==> src/rtl/scanline_scheduler_if.sv <==
// Signal bundle between the scanline scheduler and the display timing, prepare_line,
// sprite_drawer and OAM datapath. The scheduler side uses the master modport.
interface scanline_scheduler_if #(
    parameter int CORDW     = 10,
    parameter int OAM_AW    = 6,
    parameter int OVR_CNT_W = 8
);
    logic [CORDW-1:0]     sy;
    logic                 prep_start;
    logic                 prep_done;
    logic                 draw_start;
    logic                 draw_done;
    logic                 abort;
    logic [CORDW-1:0]     target_line;
    logic [OAM_AW-1:0]    oam_addr_prep;
    logic [OAM_AW-1:0]    oam_addr_draw;
    logic [OAM_AW-1:0]    oam_addr;
    logic                 buf_sel;
    logic                 busy;
    logic                 ovr_clr;
    logic                 overrun;
    logic [OVR_CNT_W-1:0] ovr_count;
    logic [1:0]           state_dbg;

    modport master (
        input  sy, prep_done, draw_done, oam_addr_prep, oam_addr_draw, ovr_clr,
        output prep_start, draw_start, abort, target_line, oam_addr, buf_sel,
               busy, overrun, ovr_count, state_dbg
    );

    modport slave (
        output sy, prep_done, draw_done, oam_addr_prep, oam_addr_draw, ovr_clr,
        input  prep_start, draw_start, abort, target_line, oam_addr, buf_sel,
               busy, overrun, ovr_count, state_dbg
    );
endinterface

==> src/rtl/scanline_scheduler.sv <==
// Per-scanline sequencer: starts prepare_line then sprite_drawer for line sy+1, muxes the
// OAM read port, flips the ping-pong line buffer, and counts/aborts lines that overrun.
module scanline_scheduler #(
    parameter int CORDW     = 10,
    parameter int V_RES     = 480,
    parameter int V_TOTAL   = 525,
    parameter int OAM_AW    = 6,
    parameter int OVR_CNT_W = 8
) (
    input logic clk_pix,
    input logic btn_rst,
    scanline_scheduler_if.master bus
);
    typedef enum logic [1:0] {IDLE = 2'd0, PREP = 2'd1, DRAW = 2'd2, DONE = 2'd3} state_t;

    localparam logic [CORDW-1:0] LAST_LINE = CORDW'(V_TOTAL - 1);
    localparam logic [CORDW-1:0] VIS_LINES = CORDW'(V_RES);

    // Handshake: prep_start/draw_start/abort are single-cycle pulses; prep_done is only
    // looked at in PREP and draw_done only in DRAW, so either may be a level or a pulse.
    state_t               state_q, state_d;
    logic [CORDW-1:0]     sy_prev_q, sy_prev_d;
    logic [CORDW-1:0]     target_line_q, target_line_d;
    logic                 prep_start_q, prep_start_d;
    logic                 draw_start_q, draw_start_d;
    logic                 abort_q, abort_d;
    logic                 buf_sel_q, buf_sel_d;
    logic                 overrun_q, overrun_d;
    logic [OVR_CNT_W-1:0] ovr_count_q, ovr_count_d;

    logic                 line_tick;
    logic                 ovr_event;
    logic [CORDW-1:0]     t_line;
    logic [OAM_AW-1:0]    oam_addr_mux;

    always_ff @(posedge clk_pix or negedge btn_rst) begin
        if (!btn_rst) begin
            state_q       <= IDLE;
            sy_prev_q     <= '1;
            target_line_q <= '0;
            prep_start_q  <= 1'b0;
            draw_start_q  <= 1'b0;
            abort_q       <= 1'b0;
            buf_sel_q     <= 1'b0;
            overrun_q     <= 1'b0;
            ovr_count_q   <= '0;
        end else begin
            state_q       <= state_d;
            sy_prev_q     <= sy_prev_d;
            target_line_q <= target_line_d;
            prep_start_q  <= prep_start_d;
            draw_start_q  <= draw_start_d;
            abort_q       <= abort_d;
            buf_sel_q     <= buf_sel_d;
            overrun_q     <= overrun_d;
            ovr_count_q   <= ovr_count_d;
        end
    end

    always_comb begin
        line_tick     = (bus.sy != sy_prev_q);
        t_line        = (bus.sy == LAST_LINE) ? '0 : bus.sy + CORDW'(1);
        sy_prev_d     = bus.sy;
        state_d       = state_q;
        target_line_d = target_line_q;
        prep_start_d  = 1'b0;
        draw_start_d  = 1'b0;
        abort_d       = 1'b0;
        buf_sel_d     = buf_sel_q;
        ovr_event     = 1'b0;

        if (line_tick) begin
            target_line_d = t_line;
            // A draw finishing on the boundary cycle still counts as a completed line.
            if (state_q == PREP || (state_q == DRAW && !bus.draw_done)) begin
                ovr_event = 1'b1;
                abort_d   = 1'b1;
            end else if (state_q == DONE || state_q == DRAW) begin
                buf_sel_d = ~buf_sel_q;
            end
            if (t_line < VIS_LINES) begin
                state_d      = PREP;
                prep_start_d = 1'b1;
            end else begin
                state_d = IDLE;
            end
        end else begin
            case (state_q)
                PREP: begin
                    if (bus.prep_done) begin
                        state_d      = DRAW;
                        draw_start_d = 1'b1;
                    end
                end
                DRAW: begin
                    if (bus.draw_done) state_d = DONE;
                end
                default: state_d = state_q;
            endcase
        end

        overrun_d   = overrun_q;
        ovr_count_d = ovr_count_q;
        // An overrun in the same cycle as a clear wins, leaving a count of one.
        if (ovr_event) begin
            overrun_d = 1'b1;
            if (bus.ovr_clr) begin
                ovr_count_d = OVR_CNT_W'(1);
            end else if (ovr_count_q != '1) begin
                ovr_count_d = ovr_count_q + OVR_CNT_W'(1);
            end
        end else if (bus.ovr_clr) begin
            overrun_d   = 1'b0;
            ovr_count_d = '0;
        end
    end

    always_comb begin
        oam_addr_mux = '0;
        case (state_q)
            PREP:    oam_addr_mux = bus.oam_addr_prep;
            DRAW:    oam_addr_mux = bus.oam_addr_draw;
            default: oam_addr_mux = '0;
        endcase
    end

    assign bus.prep_start  = prep_start_q;
    assign bus.draw_start  = draw_start_q;
    assign bus.abort       = abort_q;
    assign bus.target_line = target_line_q;
    assign bus.oam_addr    = oam_addr_mux;
    assign bus.buf_sel     = buf_sel_q;
    assign bus.busy        = (state_q == PREP) || (state_q == DRAW);
    assign bus.overrun     = overrun_q;
    assign bus.ovr_count   = ovr_count_q;
    assign bus.state_dbg   = state_q;
endmodule

==> src/flat_wrapper.sv <==
// flat-port wrapper written by rule: the top's interface ports become plain ports
module scanline_scheduler_flat 
#(
    parameter int CORDW     = 10,
    parameter int V_RES     = 480,
    parameter int V_TOTAL   = 525,
    parameter int OAM_AW    = 6,
    parameter int OVR_CNT_W = 8
)
  (clk_pix, btn_rst, bus_sy, bus_prep_done, bus_draw_done, bus_oam_addr_prep, bus_oam_addr_draw, bus_ovr_clr, bus_prep_start, bus_draw_start, bus_abort, bus_target_line, bus_oam_addr, bus_buf_sel, bus_busy, bus_overrun, bus_ovr_count, bus_state_dbg);
  scanline_scheduler_if #(.CORDW(CORDW), .OAM_AW(OAM_AW), .OVR_CNT_W(OVR_CNT_W)) bus_i ();
  input logic clk_pix;
  input logic btn_rst;
  input wire logic [$bits(bus_i.sy)-1:0] bus_sy;
  input wire logic [$bits(bus_i.prep_done)-1:0] bus_prep_done;
  input wire logic [$bits(bus_i.draw_done)-1:0] bus_draw_done;
  input wire logic [$bits(bus_i.oam_addr_prep)-1:0] bus_oam_addr_prep;
  input wire logic [$bits(bus_i.oam_addr_draw)-1:0] bus_oam_addr_draw;
  input wire logic [$bits(bus_i.ovr_clr)-1:0] bus_ovr_clr;
  output wire logic [$bits(bus_i.prep_start)-1:0] bus_prep_start;
  output wire logic [$bits(bus_i.draw_start)-1:0] bus_draw_start;
  output wire logic [$bits(bus_i.abort)-1:0] bus_abort;
  output wire logic [$bits(bus_i.target_line)-1:0] bus_target_line;
  output wire logic [$bits(bus_i.oam_addr)-1:0] bus_oam_addr;
  output wire logic [$bits(bus_i.buf_sel)-1:0] bus_buf_sel;
  output wire logic [$bits(bus_i.busy)-1:0] bus_busy;
  output wire logic [$bits(bus_i.overrun)-1:0] bus_overrun;
  output wire logic [$bits(bus_i.ovr_count)-1:0] bus_ovr_count;
  output wire logic [$bits(bus_i.state_dbg)-1:0] bus_state_dbg;
  assign bus_i.sy = bus_sy;
  assign bus_i.prep_done = bus_prep_done;
  assign bus_i.draw_done = bus_draw_done;
  assign bus_i.oam_addr_prep = bus_oam_addr_prep;
  assign bus_i.oam_addr_draw = bus_oam_addr_draw;
  assign bus_i.ovr_clr = bus_ovr_clr;
  assign bus_prep_start = bus_i.prep_start;
  assign bus_draw_start = bus_i.draw_start;
  assign bus_abort = bus_i.abort;
  assign bus_target_line = bus_i.target_line;
  assign bus_oam_addr = bus_i.oam_addr;
  assign bus_buf_sel = bus_i.buf_sel;
  assign bus_busy = bus_i.busy;
  assign bus_overrun = bus_i.overrun;
  assign bus_ovr_count = bus_i.ovr_count;
  assign bus_state_dbg = bus_i.state_dbg;
  scanline_scheduler #(.CORDW(CORDW), .V_RES(V_RES), .V_TOTAL(V_TOTAL), .OAM_AW(OAM_AW), .OVR_CNT_W(OVR_CNT_W)) u_core (.clk_pix(clk_pix), .btn_rst(btn_rst), .bus(bus_i));
endmodule
==> config.mk <==
export PLATFORM = sky130hd
export DESIGN_NAME = scanline_scheduler_flat
export DESIGN_NICKNAME = d
export VERILOG_FILES = /design/src/rtl/scanline_scheduler_if.sv /design/src/rtl/scanline_scheduler.sv /design/src/flat_wrapper.sv
export SDC_FILE = /design/constraint.sdc
export NUM_CORES = 1
export LEC_CHECK = 0
export BUFFER_PORTS_ARGS = -buffer_cell sky130_fd_sc_hd__buf_2
export CAP_MARGIN = 20
export CORE_MARGIN = 2
export CORE_UTILIZATION = 51
export DETAILED_ROUTE_END_ITERATION = 6
export GPL_ROUTABILITY_DRIVEN = 0
export PLACE_DENSITY_LB_ADDON = 0.2
export SLEW_MARGIN = 40
export SYNTH_ARGS = -nofsm -noshare
export SYNTH_HDL_FRONTEND = slang
export SYNTH_SLANG_ARGS = --single-unit
==> constraint.sdc <==
create_clock -name clk_pix -period 2.3 [get_ports clk_pix]
set_input_delay 0.115 -clock clk_pix [delete_from_list [all_inputs] [get_ports clk_pix]]
set_output_delay 0.115 -clock clk_pix [all_outputs]
set_load 0.02 [all_outputs]
==> results of run 1 <==
worst min-delay path by stage:
stage | start | end | slack [ns] | cells after the start
finish | bus_sy[0] | u_core.sy_prev_q[0] | 0.02 | 1
global route | bus_sy[7] | u_core.sy_prev_q[7] | 0.004 | 1
CTS | bus_sy[2] | u_core.sy_prev_q[2] | 0.001 | 1
detailed placement | btn_rst | u_core.bus.ovr_count[7] | 0.23 | 1
global placement | btn_rst | u_core.bus.ovr_count[7] | 0.23 | 1
floorplan | btn_rst | u_core.bus.abort | -0.18 | 0
power by group through the flow:
stage	clock network, W	registers (W)	logic, W
5_1_grt	0.000696	0.000685	0.000299
2_1_floorplan	0	0.000721	0.000132
3_3_place_gp	0	0.000690	0.000258
3_5_place_dp	0	0.000691	0.000262
6_report	0.000646	0.000680	0.000271
4_1_cts	0.000659	0.000680	0.000270
sequential cells by signal (all words and copies together), names as in the netlist:
signal	count
u_core.bus.prep_start	1
u_core.bus.target_line	10
u_core.bus.overrun	1
u_core.bus.abort	1
u_core.sy_prev_q	10
u_core.bus.buf_sel	1
u_core.bus.ovr_count	8
u_core.bus.state_dbg	2
u_core.bus.draw_start	1
per-layer routing:
layer,vias up,routed length (um),global-route usage [%]
met1,814,1890,26.0
met5,-,0,0
li1,840,-,-
met3,2,182,4.90
met2,46,2230,36.5
met4,0,18,3.57
final cells by class:
type | instances | area [sq um] | share of cell area (%)
tap | 48 | 60.1 | 2.39
multi-input combinational | 147 | 997 | 39.7
sequential | 35 | 888 | 35.4
inverter | 10 | 37.5 | 1.49
clock buffer | 6 | 72.6 | 2.89
timing repair buffer | 69 | 395 | 15.7
clock inverter | 2 | 60.1 | 2.39
what timing repair did:
action,CTS,global route
resized for setup,0,0
endpoints found under the hold margin,30,2
hold buffers,6,2
cells in the final DEF (no fill, tap or decap), types with 5 or more instances in the layout:
| cell type | instances |
|---|---|
| a21oi_1 | 7 |
| a22oi_1 | 6 |
| buf_2 | 57 |
| clkbuf_8 | 5 |
| dfrtp_1 | 25 |
| dfstp_2 | 10 |
| dlygate4sd3_1 | 8 |
| ha_1 | 6 |
| inv_1 | 10 |
| mux2_2 | 5 |
| nand2_1 | 19 |
| nand2b_1 | 5 |
| nand3_1 | 10 |
| nor2_1 | 16 |
| nor2b_1 | 5 |
| o21ai_0 | 9 |
| o31ai_1 | 6 |
| xnor2_1 | 12 |
| xor2_1 | 5 |
kinds of logic (layout without fill, tap and decap cells):
| kind of cell | Yosys count | count (layout) | share of synthesized area (%) |
|---|---|---|---|
| AOI/OAI and AO/OA | 36 | 36 | 12.1 |
| xor gates and xnor gates | 18 | 18 | 8.23 |
| DFF | 35 | 35 | 44.3 |
| muxes | 6 | 6 | 3.30 |
| and+or+nand+nor | 81 | 81 | 22.3 |
| buffers and inverters | 23 | 87 | 6.05 |
| adders and majority gates | 6 | 6 | 3.74 |
per-stage QoR:
step	hold WS [ns]	setup WS (ns)	area, sq um	std cells	util [%]
floorplan	-0.181	0.317	2010	205	-
global placement	0.226	0.427	2300	301	61.8
detailed placement	0.229	0.327	2300	301	61.8
CTS	0.000992	0.311	2490	315	67.0
global route	0.00405	0.207	2510	317	67.6
finish	0.0170	0.312	2510	317	67.6
critical path, cell delays in order, from the launching register on:
cell and delay, ns:
dfrtp_1 0.42, ha_1 0.26, nand3_1 0.15, o211ai_1 0.13, or3_1 0.38, or4_1 0.41, a21oi_1 0.16
==> summary.txt, run 1 <==
Final layout
  – Nets@finish: 301
  – Syn-to-layout area delta: 25.1%
  – # fillers: between 300 and 400
  – Diodes inserted: 0
  – Share of layout cells above drive strength 1: roughly 34%

STA
  – Unrepaired setup endpoints after global routing: false
  – Setup TNS: 0 ns
  – Worst-Margin Slew: between 0.5 and 0.6 ns
  – Worst Skew: 0.00928 ns
  – Final hold vios: 0
  – Final setup viols: 0
  – Max Clk Rate: 503 MHz
  – Max Slew Vio Count: 0
  – Minimum clock period: ~2.0 ns
  – Final Cycle Share: between 80% and 90%
  – Max_slew headroom: between 60% and 70%

Global routing
  – Initial antenna violation count: 0
  – Total congestion overflow: 0
  – Total GRT Usage: ~21%
  – Number of global-route vias before repair: 1578
  – Largest net degree at the start of global routing: 36
  – Global-route wire length before repair: around 7.1 mm

Die
  – Die width: between 60 and 70 um
  – Row count: 22
  – Die area: 4450 sq um
  – Ports: around 60
  – Starting Density: between 50% and 60%
  – Core ar.: about 3700 sq um
  – Die Height: between 60 and 70 um

Clock network
  – Sink Count: 35
  – CTS max path bufs: 2
  – CTS Buf Count: 5
  – CTS root buf: clkbuf_8
  – CTS tree: yes
  – Clock latency on the worst-skew pair: ~0.28 ns
  – H-tree depth: 2
  – Clk pin slew, worst setup/hold paths: roughly 0.08 ns
  – Postcts setup bufs: 0

Place
  – Port Buffers: between 50 and 60
  – Dpl hpwl: between 3 and 4 mm

Yosys
  – Ys async rst share: 100%
  – Register bit total from synthesis: 35
  – Mapped Nets: about 240
  – Yosys warning count: 0
  – Dominant cells by area after synthesis: dfrtp_1 31%, dfstp_2 13%, xnor2_1 5.2%
  – Most frequent cell after synthesis: dfrtp_1
  – Yosys top cell area share: ~31%
  – EDFF count, synth: 0
  – Leading area contributor after synthesis: dfrtp_1
  – Commonest cells post-synth: 25 x dfrtp_1, 19 x nand2_1, 16 x nor2_1
  – Main synth FF type: dfrtp_1
  – Cells after Synth: between 200 and 250
  – Yosys cell types: between 40 and 50
  – Post-Syn Area: between 2000 and 2500 sq um
  – Post-synthesis sequential area ratio: ~44%
  – Syn Area/Cell: between 9 and 10 sq um

Routing
  – DR vias: approximately 1700
  – Routed WL: approximately 4.3 mm
  – Iteration-0 DRC Markers: 177
  – Wire per inst: 13.6 um
  – Vias per cell: 5.37
  – DRC Markers: 0
  – Routed Antenna Nets: 0
  – Pre-antenna DRT Iters: 4

Setup path
  – Worst Path Required: approximately 2.5 ns
  – Setup crit start kind: flop
  – Setup crit end kind: flop
  – Reg-to-reg startpoint: u_core.bus.ovr_count[0]
  – Worst Setup EP: u_core.bus.ovr_count[7]
  – Arrival time at the worst endpoint: roughly 2.2 ns
  – Reg2Reg Depth: 6
  – R2R Setup Slk: between 0.3 and 0.4 ns
  – Crit-path max FO: 5
  – Reg-to-reg endpoint: u_core.bus.ovr_count[7]
  – Critical path type: flop to flop
  – CP Launch Point: u_core.bus.ovr_count[0]

Pwr
  – Clock power share: 40.5%
  – Sw frac: 25.0%
  – Pint: 0.00120 W
  – Max VDD drop: between 300 and 400 uV
  – Leakage: approximately 1.1 nW
  – P_sw: 0.000400 W
  – Comb pwr share: 17.0%
  – Power Density: between 600 and 700 nW/um^2
  – Total Power: ~0.0016 W
  – Seq pwr share: between 40% and 50%

Job
  – Max cap viols: 0

Hold path
  – Hold Path Class: input pin to flop

Outcome
  – Status: completed
(Power assumes the default switching activity.)
==> run 2, diff against run 1 <==
CORE_UTILIZATION = 40   (was 51)
REMOVE_ABC_BUFFERS = 1   (was not set)
==> summary.txt, run 2 (synthesis results as in run 1) <==
Pwr
  – Leakage: 1.13 nW (was 1.15 nW)
  – Power Density: 556 nW/um^2 (was 636 nW/um^2)
  – Total Power: 0.00139 W (was 0.00160 W)
  – Max VDD drop: 311 uV (was 367 uV)

STA
  – Post-route setup slack: 0.322 ns (was 0.312 ns)
  – Worst-Margin Slew: 0.533 ns (was 0.557 ns)
  – Final Cycle Share: 86.0% (was 86.4%)
  – Max Clk Rate: 506 MHz (was 503 MHz)
  – Worst Skew: 0.00226 ns (was 0.00928 ns)
  – Hold WS: 0.00661 ns (was 0.0170 ns)
  – Final setup viols: 0 (unchanged)
  – Unrepaired setup endpoints after global routing: false (unchanged)
  – Max Slew Vio Count: 0 (unchanged)
  – Max_slew headroom: 64.4% (was 62.8%)
  – Minimum clock period: 1.98 ns (was 1.99 ns)
  – Setup TNS: 0 ns (unchanged)
  – Final hold vios: 0 (unchanged)

Final layout
  – # fillers: 471 (was 313)
  – Most frequent cells in the layout: 57 x buf_2, 25 x dfrtp_1, 19 x nand2_1 (unchanged)
  – Diodes inserted: 0 (unchanged)
  – Syn-to-layout area delta: 24.5% (was 25.1%)
  – Share of layout cells above drive strength 1: 33.9% (was 33.8%)
  – Nets@finish: 303 (was 301)
  – Leading cell type in the layout, fill and taps excluded: buf_2 (unchanged)
  – Final Non-Filler Cells: 338 (was 317)

Place
  – Dpl cells: 322 (was 301)
  – Port Buffers: 58 (unchanged)
  – Dpl hpwl: 3.19 mm (was 3.16 mm)
  – Setup WS pre-CTS: 0.379 ns (was 0.327 ns)

Setup path
  – Setup crit start kind: input pin (was flop)
  – Arrival time at the worst endpoint: 2.16 ns (was 2.20 ns)
  – Critical-path cell list: dlygate4sd3_1 -> buf_2 -> inv_1 -> ha_1 -> nand4b_1 -> or4_1 -> nor3b_1 -> buf_4 -> nand3b_1 -> nand2_1 (was ha_1 -> nand3_1 -> o211ai_1 -> or3_1 -> or4_1 -> a21oi_1)
  – Reg-to-reg startpoint: u_core.bus.ovr_count[0] (unchanged)
  – Crit-path max FO: 8 (was 5)
  – Worst Path Required: 2.48 ns (was 2.51 ns)
  – CP Launch Point: bus_sy[1] (was u_core.bus.ovr_count[0])
  – Worst Path Buf+Inv: 4 (was 0)
  – Setup crit end kind: flop (unchanged)
  – Critical path type: input pin to flop (was flop to flop)
  – CP delay by family, top: simple AND/OR/NAND/NOR gates (unchanged)
  – Slowest cell on the critical path: dlygate4sd3_1 (was dfrtp_1)
  – Worst path max stage delay: 0.52 ns (was 0.42 ns)

Die
  – Ports: 59 (unchanged)
  – Die area: 5600 sq um (was 4450 sq um)
  – Die width: 74.8 um (was 66.7 um)
  – Core ar.: 4790 sq um (was 3720 sq um)
  – Die Height: 74.8 um (was 66.7 um)
  – Starting Density: 41.9% (was 54.0%)
  – Row count: 25 (was 22)

Routing
  – DRC Markers: 0 (unchanged)
  – Vias per cell: 5.20 (was 5.37)
  – DR vias: 1757 (was 1702)
  – Iteration-0 DRC Markers: 69 (was 177)
  – Wire per inst: 13.3 um (was 13.6 um)
  – Routed WL: 4.50 mm (was 4.32 mm)
  – Routed Antenna Nets: 0 (unchanged)
  – Pre-antenna DRT Iters: 4 (unchanged)

Hold path
  – Hold Path Class: input pin to flop (unchanged)
  – Worst Min Path Start: bus_sy[0] (unchanged)

Clock network
  – Clock latency on the worst-skew pair: 0.28 ns (about the same)
  – CTS root buf: clkbuf_8 (unchanged)
  – H-tree depth: 2 (unchanged)
  – Sink Count: 35 (unchanged)
  – Number of gates resized after CTS: 0 (unchanged)
  – Clk pin slew, worst setup/hold paths: 0.07 ns (was 0.08 ns)
  – Postcts setup bufs: 0 (unchanged)
  – CTS Buf Count: 5 (unchanged)
  – CTS tree: yes (unchanged)
  – CTS max path bufs: 2 (unchanged)

Global routing
  – Number of global-route vias before repair: 1554 (was 1578)
  – Global-route wire length before repair: 7.08 mm (was 7.05 mm)
  – Largest net degree at the start of global routing: 36 (unchanged)
  – Total congestion overflow: 0 (unchanged)
  – Initial antenna violation count: 0 (unchanged)
  – Total GRT Usage: 16.6% (was 20.7%)

Outcome
  – Status: completed (unchanged)

Job
  – Max cap viols: 0 (unchanged)
==> run 2: changes by cell type in the layout (fill, tap and decap cells not counted) <==
cell and change:
buf_4 +2, bufinv_16 -2, clkbuf_1 +1, clkinv_2 +1
==> run 2: cell type report <==
cell class / instances / area, sq um / area share [%]
clock buffers: 7 / 76.3 / 3.05
flip-flops and latches: 35 / 888 / 35.6
inverters: 10 / 37.5 / 1.50
multi-input cells: 147 / 997 / 39.9
clock inverters: 1 / 5.00 / 0.200
well taps: 67 / 83.8 / 3.36
repair buffers: 71 / 410 / 16.4
==> run 2: where the power goes <==
group	switching, W	total, W	internal [W]	leakage [nW]
logic	0.000164	0.000272	0.000108	0.676
clock network	0.000226	0.000439	0.000213	0.0422
registers	0.0000221	0.000679	0.000657	0.417
==> run 2: per-layer routing <==
metal	vias to the layer above	share of wire, %	global-route usage, %	wire (um)
met1	829	45	21.5	2010
met4	0	1.4	6.94	61
met5	-	0	0	0
met2	73	46	26.8	2080
li1	849	-	-	-
met3	6	7.6	3.75	342
==> run 2: stage by stage <==
step           cell area, sq um  utilization [%]
2_1_floorplan              1920                -
5_1_grt                    2500             52.2
3_5_place_dp               2330             48.8
6_report                   2500             52.2
4_1_cts                    2500             52.2
3_3_place_gp               2330             48.8
==> run 2: final timing paths <==
kind / endpoint / slack, ns / depth (start not counted)
min in group asynchronous: u_core.bus.overrun / 0.31 / 2
max in group asynchronous: u_core.sy_prev_q[7] / 1.64 / 2
max reg2reg: u_core.bus.ovr_count[7] / 0.37 / 6
max: u_core.bus.target_line[1] / 0.32 / 10
min: u_core.sy_prev_q[0] / 0.007 / 1
min reg2reg: u_core.bus.buf_sel / 0.47 / 1
==> run 2: what timing repair did <==
action,in CTS,in global routing
hold buffers,8,0
setup endpoints to repair,0,0
hold endpoints to repair,32,0
==> run 3, diff against run 2 <==
GPL_TIMING_DRIVEN = 0   (was not set)
==> summary.txt, run 3 (synthesis results as in run 1) <==
Routing
  – Pre-antenna DRT Iters: 4 (unchanged)
  – Routed WL: 4.46 mm (was 4.50 mm)
  – DR vias: 1719 (was 1757)
  – Wire per inst: 13.2 um (was 13.3 um)
  – Vias per cell: 5.09 (was 5.20)
  – DRC Markers: 0 (unchanged)
  – Routed Antenna Nets: 0 (unchanged)
  – Iteration-0 DRC Markers: 126 (was 69)

Place
  – Port Buffers: 58 (unchanged)
  – Dpl cells: 319 (was 322)
  – Dpl hpwl: 3.17 mm (was 3.19 mm)

Setup path
  – Worst Path Required: 2.48 ns (about the same)
  – Critical path type: input pin to flop (unchanged)
  – Worst path max stage delay: 0.59 ns (was 0.52 ns)
  – Slowest cell on the critical path: nor4_4 (was dlygate4sd3_1)
  – Setup crit start kind: input pin (unchanged)
  – R2R Setup Slk: 0.26 ns (was 0.37 ns)
  – Crit-path max FO: 10 (was 8)
  – Setup crit end kind: flop (unchanged)
  – Critical-path cell list: dlygate4sd3_1 -> buf_2 -> xnor2_1 -> nand2_1 -> nor4_4 -> buf_6 -> nor4_1 -> mux2_2 (was dlygate4sd3_1 -> buf_2 -> inv_1 -> ha_1 -> nand4b_1 -> or4_1 -> nor3b_1 -> buf_4 -> nand3b_1 -> nand2_1)
  – Arrival time at the worst endpoint: 2.28 ns (was 2.16 ns)

Global routing
  – Largest net degree at the start of global routing: 36 (unchanged)
  – GR Util met2: 29.8% (was 26.8%)
  – Global-route track usage on met1: 21.1% (was 21.5%)
  – Total congestion overflow: 0 (unchanged)
  – Met3 usage: 4.95% (was 3.75%)
  – Number of global-route vias before repair: 1601 (was 1554)
  – Initial antenna violation count: 0 (unchanged)
  – Total GRT Usage: 17.5% (was 16.6%)
  – Most Crowded Layer GR: met2 (unchanged)
  – Global-route wire length before repair: 7.32 mm (was 7.08 mm)

Clock network
  – CTS root buf: clkbuf_8 (unchanged)
  – CTS max path bufs: 2 (unchanged)
  – H-tree depth: 2 (unchanged)
  – Clock latency on the worst-skew pair: 0.29 ns (was 0.28 ns)
  – CTS Buf Count: 5 (unchanged)
  – Clk pin slew, worst setup/hold paths: 0.07 ns (about the same)
  – Postcts setup bufs: 0 (unchanged)
  – Sink Count: 35 (unchanged)
  – CTS tree: yes (unchanged)

Pwr
  – Max VDD drop: 421 uV (was 311 uV)
  – Power Density: 599 nW/um^2 (was 556 nW/um^2)
  – Leakage: 1.15 nW (was 1.13 nW)

STA
  – Minimum clock period: 2.10 ns (was 1.98 ns)
  – Max Clk Rate: 476 MHz (was 506 MHz)
  – Final setup viols: 0 (unchanged)
  – Worst Skew: 0.00430 ns (was 0.00226 ns)
  – Max_slew headroom: 60.7% (was 64.4%)
  – Setup TNS: 0 ns (unchanged)
  – Max Slew Vio Count: 0 (unchanged)
  – Final Cycle Share: 91.4% (was 86.0%)
  – Final hold vios: 0 (unchanged)
  – Unrepaired setup endpoints after global routing: false (unchanged)
  – Worst-Margin Slew: 0.585 ns (was 0.533 ns)

Final layout
  – Share of layout cells above drive strength 1: 33.9% (unchanged)
  – # fillers: 444 (was 471)
  – Final Non-Filler Cells: 338 (unchanged)
  – Leading cell type in the layout, fill and taps excluded: buf_2 (unchanged)
  – Nets@finish: 303 (unchanged)
  – Syn-to-layout area delta: 27.1% (was 24.5%)
  – Diodes inserted: 0 (unchanged)
  – Most frequent cells in the layout: 57 x buf_2, 25 x dfrtp_1, 19 x nand2_1 (unchanged)
  – Post-layout util: 53.3% (was 52.2%)

Outcome
  – Status: completed (unchanged)

Die
  – Starting Density: 41.9% (unchanged)
  – Ports: 59 (unchanged)
  – Row count: 25 (unchanged)
  – Die Height: 74.8 um (unchanged)
  – Die area: 5600 sq um (unchanged)
  – Core ar.: 4790 sq um (unchanged)
  – Die width: 74.8 um (unchanged)

Job
  – Max cap viols: 0 (unchanged)

Hold path
  – Hold Path Class: input pin to flop (unchanged)
## run 3: cell count changes in the layout (fill, tap and decap cells not counted)
| cell | before | now |
|---|---|---|
| buf_4 | 6 | 2 |
| dlygate4sd3_1 | 8 | 11 |
| clkbuf_1 | 2 | 0 |
| buf_6 | 0 | 1 |
| bufinv_16 | 0 | 1 |
| clkbuf_8 | 5 | 6 |
| nor3b_1 | 1 | 0 |
| nor3b_2 | 0 | 1 |
## run 3: worst paths after layout
kind                                         startpoint                       to  cells past startpoint
worst min-delay path                      bus_prep_done    u_core.bus.draw_start                      2
worst min register to register       u_core.bus.buf_sel       u_core.bus.buf_sel                      1
worst max register to register  u_core.bus.state_dbg[0]  u_core.bus.ovr_count[3]                      6
max in group asynchronous                       btn_rst      u_core.sy_prev_q[7]                      2
min in group asynchronous                       btn_rst  u_core.bus.ovr_count[1]                      2
worst max-delay path                          bus_sy[8]  u_core.bus.ovr_count[6]                      8
## run 3: what timing repair did
item / in CTS / in global routing
setup endpoints to repair: 0 / 5
hold buffers: 11 / 0
resized for setup: 0 / 1
endpoints found under the hold margin: 35 / 0
## run 3: worst max-delay path: cells and delay by family
family | cells | cell delay (ns)
simple gates | 3 | 0.77
xor+xnor | 1 | 0.18
mux | 1 | 0.29
buf+inv | 3 | 0.92
## run 3: through the flow
stage                     area [sq um]  worst slack [ns]  hold WS (ns)  power, W
after floorplan                   1920             0.249        -0.181  0.000839
after global placement            2300           -0.0942         0.242  0.000948
after detailed placement          2320             0.258         0.249  0.000953
after CTS                         2540            0.0712        0.0737   0.00155
after global routing              2550            0.0548        0.0745   0.00162
final                             2550             0.198        0.0842   0.00153
## run 3: power by group
| part | switching [W] | leakage, nW | internal [W] | total (W) |
|---|---|---|---|---|
| clock network | 0.000224 | 0.0612 | 0.000351 | 0.000575 |
| logic | 0.000165 | 0.674 | 0.000109 | 0.000274 |
| registers | 0.0000232 | 0.417 | 0.000657 | 0.000680 |
| total | 0.000412 | 1.15 | 0.00112 | 0.00153 |
## run 3: routing by layer
layer  wire (um)  up-vias
met5           0        -
met4          62        0
met3         300        7
met2        2090       58
met1        2000      810
li1            -      844
## run 3: layout make-up
type | instances | area, sq um | area share [%]
Multi-Input combinational cell | 147 | 1000 | 39.3
Clock inverter | 2 | 35.0 | 1.37
Sequential cell | 35 | 888 | 34.8
Inverter | 10 | 37.5 | 1.47
Clock buffer | 6 | 82.6 | 3.24
Timing Repair Buffer | 71 | 422 | 16.5
Tap cell | 67 | 83.8 | 3.29
